==> src/rtl/fetch_stage.sv <==
// fetch_stage: PC, valid/ready imem fetch, IF/ID register with one-entry skid, branch redirect with in-flight drain
module fetch_stage #(
  parameter logic [31:0] PC_RESET = 32'h0000_0000
) (
  input  logic        clk,
  input  logic        reset,
  input  logic        stall,
  input  logic        branch_taken,
  input  logic [31:0] branch_target,
  output logic        imem_req,
  output logic [31:0] imem_addr,
  input  logic        imem_ready,
  input  logic [31:0] imem_rdata,
  output logic        if_valid,
  output logic [31:0] if_instr,
  output logic [31:0] if_pc,
  output logic [31:0] if_pc_plus4,
  output logic [5:0]  opcode,
  output logic [4:0]  rs,
  output logic [4:0]  rt,
  output logic [4:0]  rd,
  output logic [4:0]  shamt,
  output logic [5:0]  funct,
  output logic [31:0] imm_sext
);
  typedef enum logic [1:0] {BOOT, FETCH, DRAIN} state_t;
  state_t state, state_nx;
  logic [31:0] pc, drain_addr, skid_instr, skid_pc;
  logic skid_valid, xfer, free;
  always_comb begin
    imem_req  = (state == FETCH && !skid_valid) || state == DRAIN;
    imem_addr = state == DRAIN ? drain_addr : pc;
    xfer      = imem_req && imem_ready;
    free      = !if_valid || !stall;
    state_nx  = state == BOOT  ? FETCH :
                state == DRAIN ? (imem_ready ? FETCH : DRAIN) :
                (branch_taken && imem_req && !imem_ready) ? DRAIN : FETCH;
  end
  always_ff @(posedge clk)
    state <= reset ? BOOT : state_nx;
  always_ff @(posedge clk) begin
    if (reset) begin
      pc         <= PC_RESET;
      drain_addr <= PC_RESET;
      skid_valid <= 1'b0;
      skid_instr <= '0;
      skid_pc    <= PC_RESET;
      if_valid   <= 1'b0;
      if_instr   <= '0;
      if_pc      <= PC_RESET;
    end else if (branch_taken) begin
      pc         <= branch_target & 32'hFFFF_FFFC;
      if_valid   <= 1'b0;
      skid_valid <= 1'b0;
      if (state != DRAIN) drain_addr <= pc;
    end else if (state == FETCH && xfer) begin
      pc <= pc + 32'd4;
      if (free) begin
        if_instr <= imem_rdata;
        if_pc    <= pc;
        if_valid <= 1'b1;
      end else begin
        skid_instr <= imem_rdata;
        skid_pc    <= pc;
        skid_valid <= 1'b1;
      end
    end else if (!stall) begin
      if (skid_valid) begin
        if_instr   <= skid_instr;
        if_pc      <= skid_pc;
        skid_valid <= 1'b0;
      end else begin
        if_valid <= 1'b0;
      end
    end
  end
  assign if_pc_plus4 = if_pc + 32'd4;
  assign opcode      = if_instr[31:26];
  assign rs          = if_instr[25:21];
  assign rt          = if_instr[20:16];
  assign rd          = if_instr[15:11];
  assign shamt       = if_instr[10:6];
  assign funct       = if_instr[5:0];
  assign imm_sext    = {{16{if_instr[15]}}, if_instr[15:0]};
endmodule

==> config.mk <==
export PLATFORM = sky130hd
export DESIGN_NAME = fetch_stage
export DESIGN_NICKNAME = d
export VERILOG_FILES = /design/src/rtl/fetch_stage.sv
export SDC_FILE = /design/constraint.sdc
export NUM_CORES = 1
export LEC_CHECK = 0
export ABC_AREA = 1
export BUFFER_PORTS_ARGS = -buffer_cell sky130_fd_sc_hd__buf_2
export CAP_MARGIN = 0
export CORE_MARGIN = 10
export CORE_UTILIZATION = 41
export CTS_BUF_LIST = sky130_fd_sc_hd__clkbuf_2 sky130_fd_sc_hd__clkbuf_4 sky130_fd_sc_hd__clkbuf_8
export DETAILED_ROUTE_END_ITERATION = 7
export PLACE_DENSITY = 0.68
export SLEW_MARGIN = 20
export SYNTH_ARGS = -nofsm -noshare
export SYNTH_HDL_FRONTEND = slang
export SYNTH_SLANG_ARGS = --single-unit
==> constraint.sdc <==
create_clock -name clk -period 1.9 [get_ports clk]
set_clock_uncertainty 0.1 [all_clocks]
set_input_delay 0.38 -clock clk [delete_from_list [all_inputs] [get_ports clk]]
set_output_delay 0.38 -clock clk [all_outputs]
set_load 0.1 [all_outputs]
### Word-level counts from Yosys, hierarchy flattened

Index checks and enable logic that the tools add are counted.
W data, S select, Z words.

* register bits: 196
* input bits: 69
* output and inout port bits: 194
* logic and storage cells: 65

* $add $sub $neg: 2
* equality and inequality tests: 7
* multiplexer cells: 22
* bitwise gates (word level): 2
* reductions and logical operators: 21

Operator list (count)
* $mux W32: 11
* $add A32 B3 Y32 const B: 2
* $mux W1: 8
* $mux W2: 3
* $ne A2 B2 Y1 const B: 3
* $reduce_and A3 Y1: 2
* $logic_and A1 B1 Y1: 5
* $logic_not A1 Y1: 4
* $ne A2 B1 Y1 const B: 2
* $reduce_and A2 Y1: 2
* $reduce_and A4 Y1: 1
* $reduce_bool A2 Y1: 2
* $reduce_or A2 Y1: 2
* $eq A2 B1 Y1 const B: 1
* $eq A2 B2 Y1 const B: 1
* $logic_not A2 Y1: 1
* $logic_or A1 B1 Y1: 2
* $not A1 Y1: 2

### Longest topological paths before layout

Gate-level depths: netlist (run 1).

* word-level depth: 8
* depth in mapped cells: 10
* gate-level depth less buffers: 10

### Least setup slack after synthesis (run 1)

Ideal clock, no wire load.

* path type: flip-flop to output port
* from: register if_pc[2]
* to: output if_pc_plus4[21]
* arrival: 4.171 ns
* required time: 1.420 ns
* path slack: -2.751 ns
* cell stages (with the launch flop): 7
* path buffers: 0
* cell sequence: dfxtp_1 inv_1 nor3_2 nand2_1 nor2_1 nand4_1 xnor2_1

* cells in the longest elaborated chain, start to end: 1

Ends and longest elaborated chain
* start: declaration: line 16 `output logic [31:0] if_pc,`
* start signal: assignment: line 60 `if_pc <= pc;`
* start signal: assignment: line 70 `if_pc <= skid_pc;`
* $add A32 B3 Y32: line 77 `assign if_pc_plus4 = if_pc + 32'd4;`
* end: declaration: line 17 `output logic [31:0] if_pc_plus4,`

No other way between the ends.

### Worst setup path after layout (run 1)

* from: register if_pc[3]
* to: output if_pc_plus4[28]

Same word-level chain as after synthesis.

==> results.cfg, run 1 <==
[global_routing]
gr-total-overflow = 0
grt_pass1_vias = 9766
grt_max_degree = 76
antenna_found_initial = 3
globalRouteTotalUtil_pct = 20.55
use_met1_pct = 26.78
grt_use_met3_pct = 5.337
grt_pass1_wl_mm = 51.55
grt_use_met2_pct = 33.20
busiest_layer = met2

[clock_tree]
cts_sinks = 188
clockBufferDepth = 2
clockRootBuffer = clkbuf_8
clock_latency_ns = 0.46
cts_buffers = 17
clkTransAtPathRegs_ns = 0.11
htreeDepth = 4
cts_tree = yes
cts_hold_buf = 0

[timing]
finalSetupViolCount = 106
post-route-period-util_pct = 134.0
hold_viol_final = 0
fin_ws_ns = -0.6461
max-slew-margin-rel_pct = 64.37
worstMarginPinSlew_ns = 0.5382
tns_ns = -20.18
fmax_mhz = 392.8
fin_hold_ws_ns = 0.04842
drv_slew = 0
min_period_ns = 2.546
rsz0062_at_grt = yes

[logic_synthesis]
synthCells = 1436
async_flop_share_pct = 0
yosys-top-cells-area = dfxtp_1 (39%), o21ai_0 (13%), nand2_1 (9.4%)
synth_warnings = 0
ys_types = 38
yosysSeqAreaShare_pct = 38.91
synth_most_common_cell = o21ai_0
synth-edff-count = 0
syn_area_per_cell_um2 = 6.736
ys_dominant_reg_cell = dfxtp_1
synth_area_um2 = 9673
synth_top_area_cell = dfxtp_1
synth_common_cells = o21ai_0 (258), nand2_1 (241), dfxtp_1 (188), nor2_1 (181), inv_1 (146)
ys_seq_elements = 188
synth_top_area_share_pct = 38.91

[setup_path]
rr_worst_depth = 11
required_ns = 1.42
crit_type = reg2out
r2r_slack_ns = -0.07
timing.rr.end = if_pc[14]$_SDFFE_PP0P_
critPathMaxFanout = 3
crit_arrival_ns = 2.07
cp-start-kind = flop
regToRegStartpoint = state[1]$_SDFF_PP0_
worstSetupEndpointType = primary output

[routing]
detail-route-antenna-nets = 0
drt-total-wl_mm = 34.51
drcViolationCount = 0
num_vias = 10441
first_pass_iters = 7
wl_per_cell_um = 16.72
drt_iter0_drc = 918
viasPerCell = 5.059

[pwr]
netSwitchingPower_uw = 4323
leakage_uw = 0.006875
ir_drop_v = 0.0004482
p_sw_share_pct = 41.38
pwr-share-comb_pct = 33.1
finalPower_uw = 10450
clkPwrFrac_pct = 26.4
seqPwrFrac_pct = 40.6
powerDensity_nw_per_um2 = 672.4
p_int_uw = 6124

[layout]
drive_gt1_share_pct = 41.19
nFillCells = 1902
final_cells = 2064
final_nets = 1801
regArea_um2 = 3876
area_growth_pct = 60.63
multi_input_area_um2 = 6215

[floorplanning]
start_util_pct = 41.46
chipWidth_um = 173.6
die_h_um = 173.6
die_area_um2 = 30140
core_um2 = 23330
placementRows = 56
io_pins = 263

[worst_hold_path]
hold_path_depth = 3
min_to = pc[5]$_SDFFE_PP0P_
hp-class = in2reg
worstHoldStart = branch_target[5]

[place]
dp.cells = 1994
dp_slack_ns = -0.2085
place_congestion = 0.9393
dp_hpwl_mm = 23.60
io_buffers = 254

[outcome]
violations = negative setup slack
outcome = finished, violations left

[run]
cap_violations = 0
==> repair_timing <==
item | 4_1_cts | 5_1_grt
pin swaps | 42 | 74
endpoints found under the setup margin | 114 | 161
buffers inserted | 6 | 17
resized for setup | 113 | 184
cloned | 3 | 13
==> layer usage <==
layer  share of wire (%)  vias up
met5               0.052        -
met4                 1.9        2
met1                  43     4836
met3                 7.0       45
met2                  48      374
li1                    -     5184
==> registers in the layout, summed over array words and instances (netlist names) <==
name        count
skid_pc        30
pc             30
if_instr       32
skid_instr     32
state           2
skid_valid      1
drain_addr     30
if_valid        1
if_pc          30
==> per-stage QoR <==
stage | area, µm² | utilization, %
final | 15540 | 66.59
after global routing | 15540 | 66.59
after CTS | 14550 | 62.34
after detailed placement | 13620 | 58.38
after global placement | 13620 | 58.38
after floorplan | 10790 | -
==> power by group through the flow <==
stage / sequential [µW] / clock (µW) / combinational (µW)
after floorplan: 4820 / 0 / 1940
after global placement: 4300 / 0 / 3260
after detailed placement: 4310 / 0 / 3280
after CTS: 4230 / 2810 / 3350
after global routing: 4260 / 2980 / 3610
final: 4240 / 2760 / 3460
==> logic make-up (layout without fill, tap and decap cells) <==
family	after synthesis	count (layout)	share of synthesized area, %
and+or+nand+nor	528	529	22.69
AOI/OAI and AO/OA	386	386	20.31
buffers and inverters	299	600	14.90
DFF	188	188	38.91
xor gates and xnor gates	32	32	2.897
adders and majority gates	2	2	0.2587
other	1	8	0.03877
==> area by class of cell <==
class / count / area share [%]
antenna: 2 / 0.03221
clock buffer: 17 / 1.506
clock inverter: 15 / 1.127
inverter: 148 / 3.688
multi-input combinational: 955 / 40.00
sequential: 188 / 24.95
tap: 319 / 2.569
timing repair buffer: 420 / 26.13
==> worst max path at each step <==
| stage | from | end | slack, ns | depth (start not counted) |
|---|---|---|---|---|
| final | if_pc[3]$_SDFFE_PP0P_ | if_pc_plus4[28] | -0.65 | 7 |
| after global routing | if_pc[3]$_SDFFE_PP0P_ | if_pc_plus4[28] | -0.73 | 7 |
| after CTS | if_pc[3]$_SDFFE_PP0P_ | if_pc_plus4[28] | -0.67 | 7 |
| after detailed placement | if_pc[2]$_SDFFE_PP0P_ | if_pc_plus4[28] | -0.21 | 7 |
| after global placement | if_pc[2]$_SDFFE_PP0P_ | if_pc_plus4[28] | -0.20 | 7 |
| after floorplan | if_pc[2]$_SDFFE_PP0P_ | if_pc_plus4[21] | -1.28 | 6 |
==> worst max-delay path, stage by stage (launching register included) <==
cell and delay [ns]:
dfxtp_4 0.40, ha_4 0.16, nand2_4 0.05, nor3_4 0.15, and2_4 0.19, nand4_1 0.22
xnor2_4 0.25, buf_12 0.19
==> placed cells by master, fill, tap and decap left out, types with 5 or more instances in the layout <==
| cell | Yosys | routed |
|---|---|---|
| a21oi_1 | 114 | 68 |
| a21oi_2 | 0 | 45 |
| a31oi_1 | 6 | 6 |
| buf_12 | 0 | 77 |
| buf_2 | 29 | 146 |
| buf_4 | 73 | 149 |
| buf_6 | 1 | 23 |
| buf_8 | 0 | 8 |
| clkbuf_16 | 0 | 7 |
| clkbuf_4 | 0 | 8 |
| clkbuf_8 | 0 | 17 |
| clkinvlp_4 | 0 | 5 |
| conb_1 | 1 | 6 |
| dfxtp_1 | 188 | 154 |
| dfxtp_2 | 0 | 6 |
| dfxtp_4 | 0 | 28 |
| inv_1 | 146 | 137 |
| inv_2 | 2 | 5 |
| inv_8 | 0 | 5 |
| nand2_1 | 241 | 192 |
| nand2_2 | 1 | 19 |
| nand2_4 | 1 | 31 |
| nand3_1 | 62 | 56 |
| nand3_4 | 0 | 6 |
| nand4_1 | 11 | 11 |
| nor2_1 | 181 | 155 |
| nor2_2 | 1 | 19 |
| nor2_4 | 2 | 10 |
| nor3_2 | 1 | 6 |
| nor3_4 | 0 | 11 |
| o21ai_0 | 258 | 214 |
| o21ai_1 | 1 | 10 |
| o21ai_2 | 0 | 5 |
| o21ai_4 | 0 | 30 |
| xnor2_4 | 0 | 13 |
| xor2_4 | 0 | 15 |
Note: power is estimated with default switching activity, not from simulation.
==> run 2, diff against run 1 <==
Settings changed: ABC_CLOCK_PERIOD_IN_PS set to 1900, CTS_BUF_LIST sky130_fd_sc_hd__clkbuf_2 sky130_fd_sc_hd__clkbuf_4 sky130_fd_sc_hd__clkbuf_8 to not set, GPL_TIMING_DRIVEN set to 0.
==> results.cfg, run 2 (same netlist as run 1, synthesis figures left out) <==
[outcome]
outcome = finished, violations left
violations = negative setup slack

[run]
cap_violations = 0

[pwr]
p_int_uw = 6810
leakage_uw = 0.007004
netSwitchingPower_uw = 4503
clkPwrFrac_pct = 31.8
seqPwrFrac_pct = 37.9
powerDensity_nw_per_um2 = 735.9
ir_drop_v = 0.0006007
pwr-share-comb_pct = 30.4
p_sw_share_pct = 39.80

[routing]
first_pass_iters = 6
viasPerCell = 5.104
drt_iter0_drc = 999
drcViolationCount = 0
wl_per_cell_um = 17.67
num_vias = 10806
drt-total-wl_mm = 37.40
detail-route-antenna-nets = 0

[clock_tree]
clock_latency_ns = 0.45
cts_sinks = 188
clkTransAtPathRegs_ns = 0.08
cts_buffers = 17
clockRootBuffer = clkbuf_16
cts_hold_buf = 0
htreeDepth = 4
cts_tree = yes
clockBufferDepth = 2

[timing]
rsz0062_at_grt = yes
fmax_mhz = 384.8
hold_viol_final = 0
drv_slew = 0
fin_ws_ns = -0.6988
finalSetupViolCount = 58
min_period_ns = 2.599
worstMarginPinSlew_ns = 0.6286
max-slew-margin-rel_pct = 58.09
post-route-period-util_pct = 136.8

[worst_hold_path]
hp-class = in2reg

[layout]
final_nets = 1854
final_cells = 2117
nFillCells = 1972
top_regs = if_instr x32, skid_instr x32
regArea_um2 = 3884
multi_input_area_um2 = 5894
final_common_cell = o21ai_0
drive_gt1_share_pct = 38.75
area_growth_pct = 58.93
final_cell_mix = o21ai_0 (227), nand2_1 (196), buf_2 (173)

[floorplanning]
start_util_pct = 41.46
core_um2 = 23330
placementRows = 56
die_area_um2 = 30140
die_h_um = 173.6
chipWidth_um = 173.6
io_pins = 263

[place]
dp_slack_ns = -0.9022
io_buffers = 252
place_congestion = 0.9466
dp.cells = 2012
dp_hpwl_mm = 27.00

[setup_path]
worstSetupEndpointType = primary output
crit_arrival_ns = 2.12
cp-start-kind = flop
critPathMaxFanout = 4
required_ns = 1.42
cp_slowest_cell = dfxtp_4
crit_type = reg2out
worst_path_largest_cell_delay_ns = 0.38
crit_chain = ha_4, nand2_4, nor3_4, and2_4, nand4_1, xnor2_4, buf_12

[global_routing]
grt_pass1_vias = 10443
grt_max_degree = 21
gr-total-overflow = 0
globalRouteTotalUtil_pct = 23.52
grt_pass1_wl_mm = 57.55
antenna_found_initial = 3
run 2: cell types whose count changed in the layout (fill, tap and decap cells not counted), moves of 8 or more:
| cell | delta |
|---|---|
| nand2_4 | -22 |
| o21ai_1 | -9 |
| clkbuf_16 | +16 |
| a21oi_2 | -44 |
| nand2_2 | +17 |
| clkbuf_4 | +9 |
| clkbuf_2 | +8 |
| clkbuf_8 | -14 |
| clkbuf_1 | +27 |
| buf_12 | -10 |
| a21oi_1 | +45 |
| buf_2 | +27 |
| o21ai_0 | +13 |
run 2: metrics by stage:
stage	power, µW	hold slack (ns)	cell area [µm²]	utilization [%]	TNS, ns
floorplan	6759	0.3703	10790	-	-21.70
global placement	7298	0.3902	12450	53.34	-35.35
detailed placement	7320	0.3987	12450	53.34	-39.71
CTS	11260	0.07412	14810	63.49	-19.29
global route	11680	0.08284	15370	65.89	-22.40
finish	11310	0.07752	15370	65.89	-19.32
run 2: layout make-up:
cell class,instances,area share [%]
Multi-Input combinational cell,954,38.34
Sequential cell,188,25.26
Timing Repair Buffer,325,19.47
Buffer,149,6.755
Inverter,148,3.728
Clock buffer,18,2.857
Tap cell,319,2.596
Clock inverter,14,0.9604
Antenna cell,2,0.03255
run 2: critical path: cells and delay by family, from the launching register on:
family | cells | cell delay (ns)
DFF | 1 | 0.38
buffers and inverters | 1 | 0.19
and+or+nand+nor | 4 | 0.66
adders and majority gates | 1 | 0.15
xor gates and xnor gates | 1 | 0.27
run 2: metal layers:
metal  vias up  routed length [µm]  track usage [%]
li1       5282                   -                -
met1      5044               15590            29.06
met2       398               18140            39.97
met3        80                2541            4.661
met4         2                1117            8.123
met5         -                  13                0
run 2: power by group through the flow:
stage / sequential (µW) / combinational, µW / clock, µW
after CTS: 4270 / 3370 / 3620
after floorplan: 4820 / 1940 / 0
after detailed placement: 4380 / 2940 / 0
final: 4280 / 3440 / 3590
after global routing: 4310 / 3590 / 3790
after global placement: 4380 / 2920 / 0
run 2: worst paths after layout:
kind / startpoint / slack [ns] / cells past startpoint / end
setup reg to reg: state[1]$_SDFF_PP0_ / 0.08 / 9 / if_pc[4]$_SDFFE_PP0P_
hold reg to reg: drain_addr[5]$_SDFFE_PP0P_ / 0.41 / 2 / drain_addr[5]$_SDFFE_PP0P_
hold / removal: imem_rdata[13] / 0.08 / 3 / skid_instr[13]$_SDFFE_PP0P_
setup / recovery: if_pc[2]$_SDFFE_PP0P_ / -0.70 / 7 / if_pc_plus4[28]
run 2: what timing repair did:
action / in CTS / in global routing
setup endpoints to repair: 213 / 213
buffers inserted: 49 / 24
pin swaps: 37 / 43
hold endpoints to repair: 0 / 0
cloned: 3 / 1
gates resized for setup: 362 / 123
==> run 3, diff against run 2 <==
Settings changed: ABC_AREA 1 to not set.
==> results.cfg, run 3 <==
[layout]
top_regs = if_instr x32, skid_instr x32
drive_gt1_share_pct = 46.38
area_growth_pct = 68.12
final_cells = 1997
antenna_cells = 0
final_cell_mix = nand2_1 (315), buf_2 (177), buf_4 (174)
final_common_cell = nand2_1
final_nets = 1742

[clock_tree]
clockBufferDepth = 2
clock_latency_ns = 0.45
clkTransAtPathRegs_ns = 0.07
cts_sinks = 188
cts_tree = yes
clockRootBuffer = clkbuf_16
cts_buffers = 17
cts_hold_buf = 0
htreeDepth = 4

[routing]
drt_iter0_drc = 1176
detail-route-antenna-nets = 0
drt-total-wl_mm = 40.61
wl_per_cell_um = 20.33
drcViolationCount = 0
viasPerCell = 5.539
num_vias = 11062
first_pass_iters = 5

[setup_path]
critPathMaxFanout = 4
path_depth = 7
regToRegStartpoint = state[1]$_SDFF_PP0_
worst_path_largest_cell_delay_ns = 0.37
rr_worst_depth = 8
critPathCapture = if_pc_plus4[30]
crit_type = reg2out
timing.rr.end = pc[15]$_SDFFE_PP0P_
r2r_slack_ns = -0.35
crit_arrival_ns = 2.28
worst_path_dominant_cell_family = simple AND/OR/NAND/NOR gates
cp-start-kind = flop
worstSetupEndpointType = primary output
cp_num_buf_inv = 3
cp_slowest_cell = dfxtp_4
crit_chain = nand4_1, buf_6, nor4_4, buf_4, nand4_1, xnor2_4, buf_12
path_common_cell = nand4_1
required_ns = 1.42
crit_start = if_pc[10]$_SDFFE_PP0P_

[floorplanning]
chipWidth_um = 173.1
core_um2 = 22850
placementRows = 55
die_area_um2 = 29950
die_h_um = 173.1
io_pins = 263
start_util_pct = 42.05

[timing]
fin_ws_ns = -0.8630
min_period_ns = 2.763
drv_slew = 0
finalSetupViolCount = 136
fmax_mhz = 361.9
worstMarginPinSlew_ns = 0.7988
post-route-period-util_pct = 145.4
tns_ns = -39.83
hold_viol_final = 0
fin_hold_ws_ns = 0.07783
rsz0062_at_grt = yes
max-slew-margin-rel_pct = 46.74

[logic_synthesis]
syn_area_per_cell_um2 = 7.552
synth_most_common_cell = nand2_1
ys_seq_elements = 188
synth_top_area_cell = dfxtp_1
yosys-top-cells-area = dfxtp_1 (39%), nand2_1 (13%), a21oi_1 (8.2%)
ys_dominant_reg_cell = dfxtp_1
async_flop_share_pct = 0
ys_types = 44
yosysSeqAreaShare_pct = 39.18
synthCells = 1272
synth_common_cells = nand2_1 (339), dfxtp_1 (188), a21oi_1 (158), clkbuf_1 (94), o21ai_0 (71)
synth_area_um2 = 9607
synth-edff-count = 0
synth_warnings = 0
synth_top_area_share_pct = 39.18

[pwr]
ir_drop_v = 0.0007003
finalPower_uw = 9833
leakage_uw = 0.006526
powerDensity_nw_per_um2 = 608.8

[global_routing]
gr-total-overflow = 0
globalRouteTotalUtil_pct = 23.70
antenna_found_initial = 2
grt_pass1_vias = 10657
grt_pass1_wl_mm = 58.70
grt_max_degree = 21

[outcome]
outcome = finished, violations left
violations = negative setup slack

[place]
place_congestion = 0.9026
dp_slack_ns = -0.9077
io_buffers = 253
dp_hpwl_mm = 25.30
dp.cells = 1843

[worst_hold_path]
hp-class = in2reg

[run]
cap_violations = 0
## run 3: worst reg2reg max path, delay by kind of cell (launching register included)
family          cells  cell delay [ns]
compound gates      1             0.26
buf+inv             4             0.60
flops               1             0.36
simple gates        3             0.83
## run 3: worst min path at each step
stage                               startpoint                         end  slack [ns]  cells after the start
global route                        imem_ready         state[1]$_SDFF_PP0_        0.07                      2
global placement    drain_addr[5]$_SDFFE_PP0P_  drain_addr[5]$_SDFFE_PP0P_        0.34                      2
floorplan           drain_addr[2]$_SDFFE_PP0P_  drain_addr[2]$_SDFFE_PP0P_        0.33                      2
CTS                                 imem_ready         state[1]$_SDFF_PP0_        0.05                      2
finish                              imem_ready         state[1]$_SDFF_PP0_        0.08                      2
detailed placement  drain_addr[7]$_SDFFE_PP0P_  drain_addr[7]$_SDFFE_PP0P_        0.34                      2
## run 3: cell type report
type,instances,area [µm²]
fill,1728,6696
multi-input combinational,894,6252
sequential,188,3906
timing repair buffer,380,3615
buffer,179,1364
clock buffer,21,471.7
tap,313,391.6
clock inverter,11,108.9
inverter,11,41.29
## run 3: power breakdown
part / internal, µW / switching (µW)
registers: 3990 / 114
clock network: 1940 / 1680
logic: 751 / 1370
## run 3: cells by family after synthesis
logic type	share of synthesized area (%)
AOI/OAI and AO/OA	21.75
muxes	3.165
buffers and inverters	10.56
adders and majority gates	0.2604
xor gates and xnor gates	3.191
and+or+nand+nor	21.85
DFF	39.18
other	0.03904
## run 3: timing repair
item,in CTS,in global routing
endpoints found under the setup margin,234,246
gates resized for setup,418,252
pin swaps,53,111
setup buffers,71,44
gates cloned,3,10
## run 3: per-layer routing
layer | up-vias | global-route usage [%] | wire, µm
met1 | 5207 | 29.78 | 16060
met3 | 118 | 5.707 | 3475
li1 | 5129 | - | -
met5 | - | 0 | 14
met4 | 4 | 6.468 | 1207
met2 | 604 | 39.63 | 19850
## run 3: through the flow
| step | cell area (µm²) | util, % |
|---|---|---|
| 6_report | 16150 | 70.69 |
| 4_1_cts | 14880 | 65.13 |
| 2_1_floorplan | 10490 | - |
| 3_5_place_dp | 12150 | 53.18 |
| 5_1_grt | 16150 | 70.69 |
| 3_3_place_gp | 12150 | 53.18 |
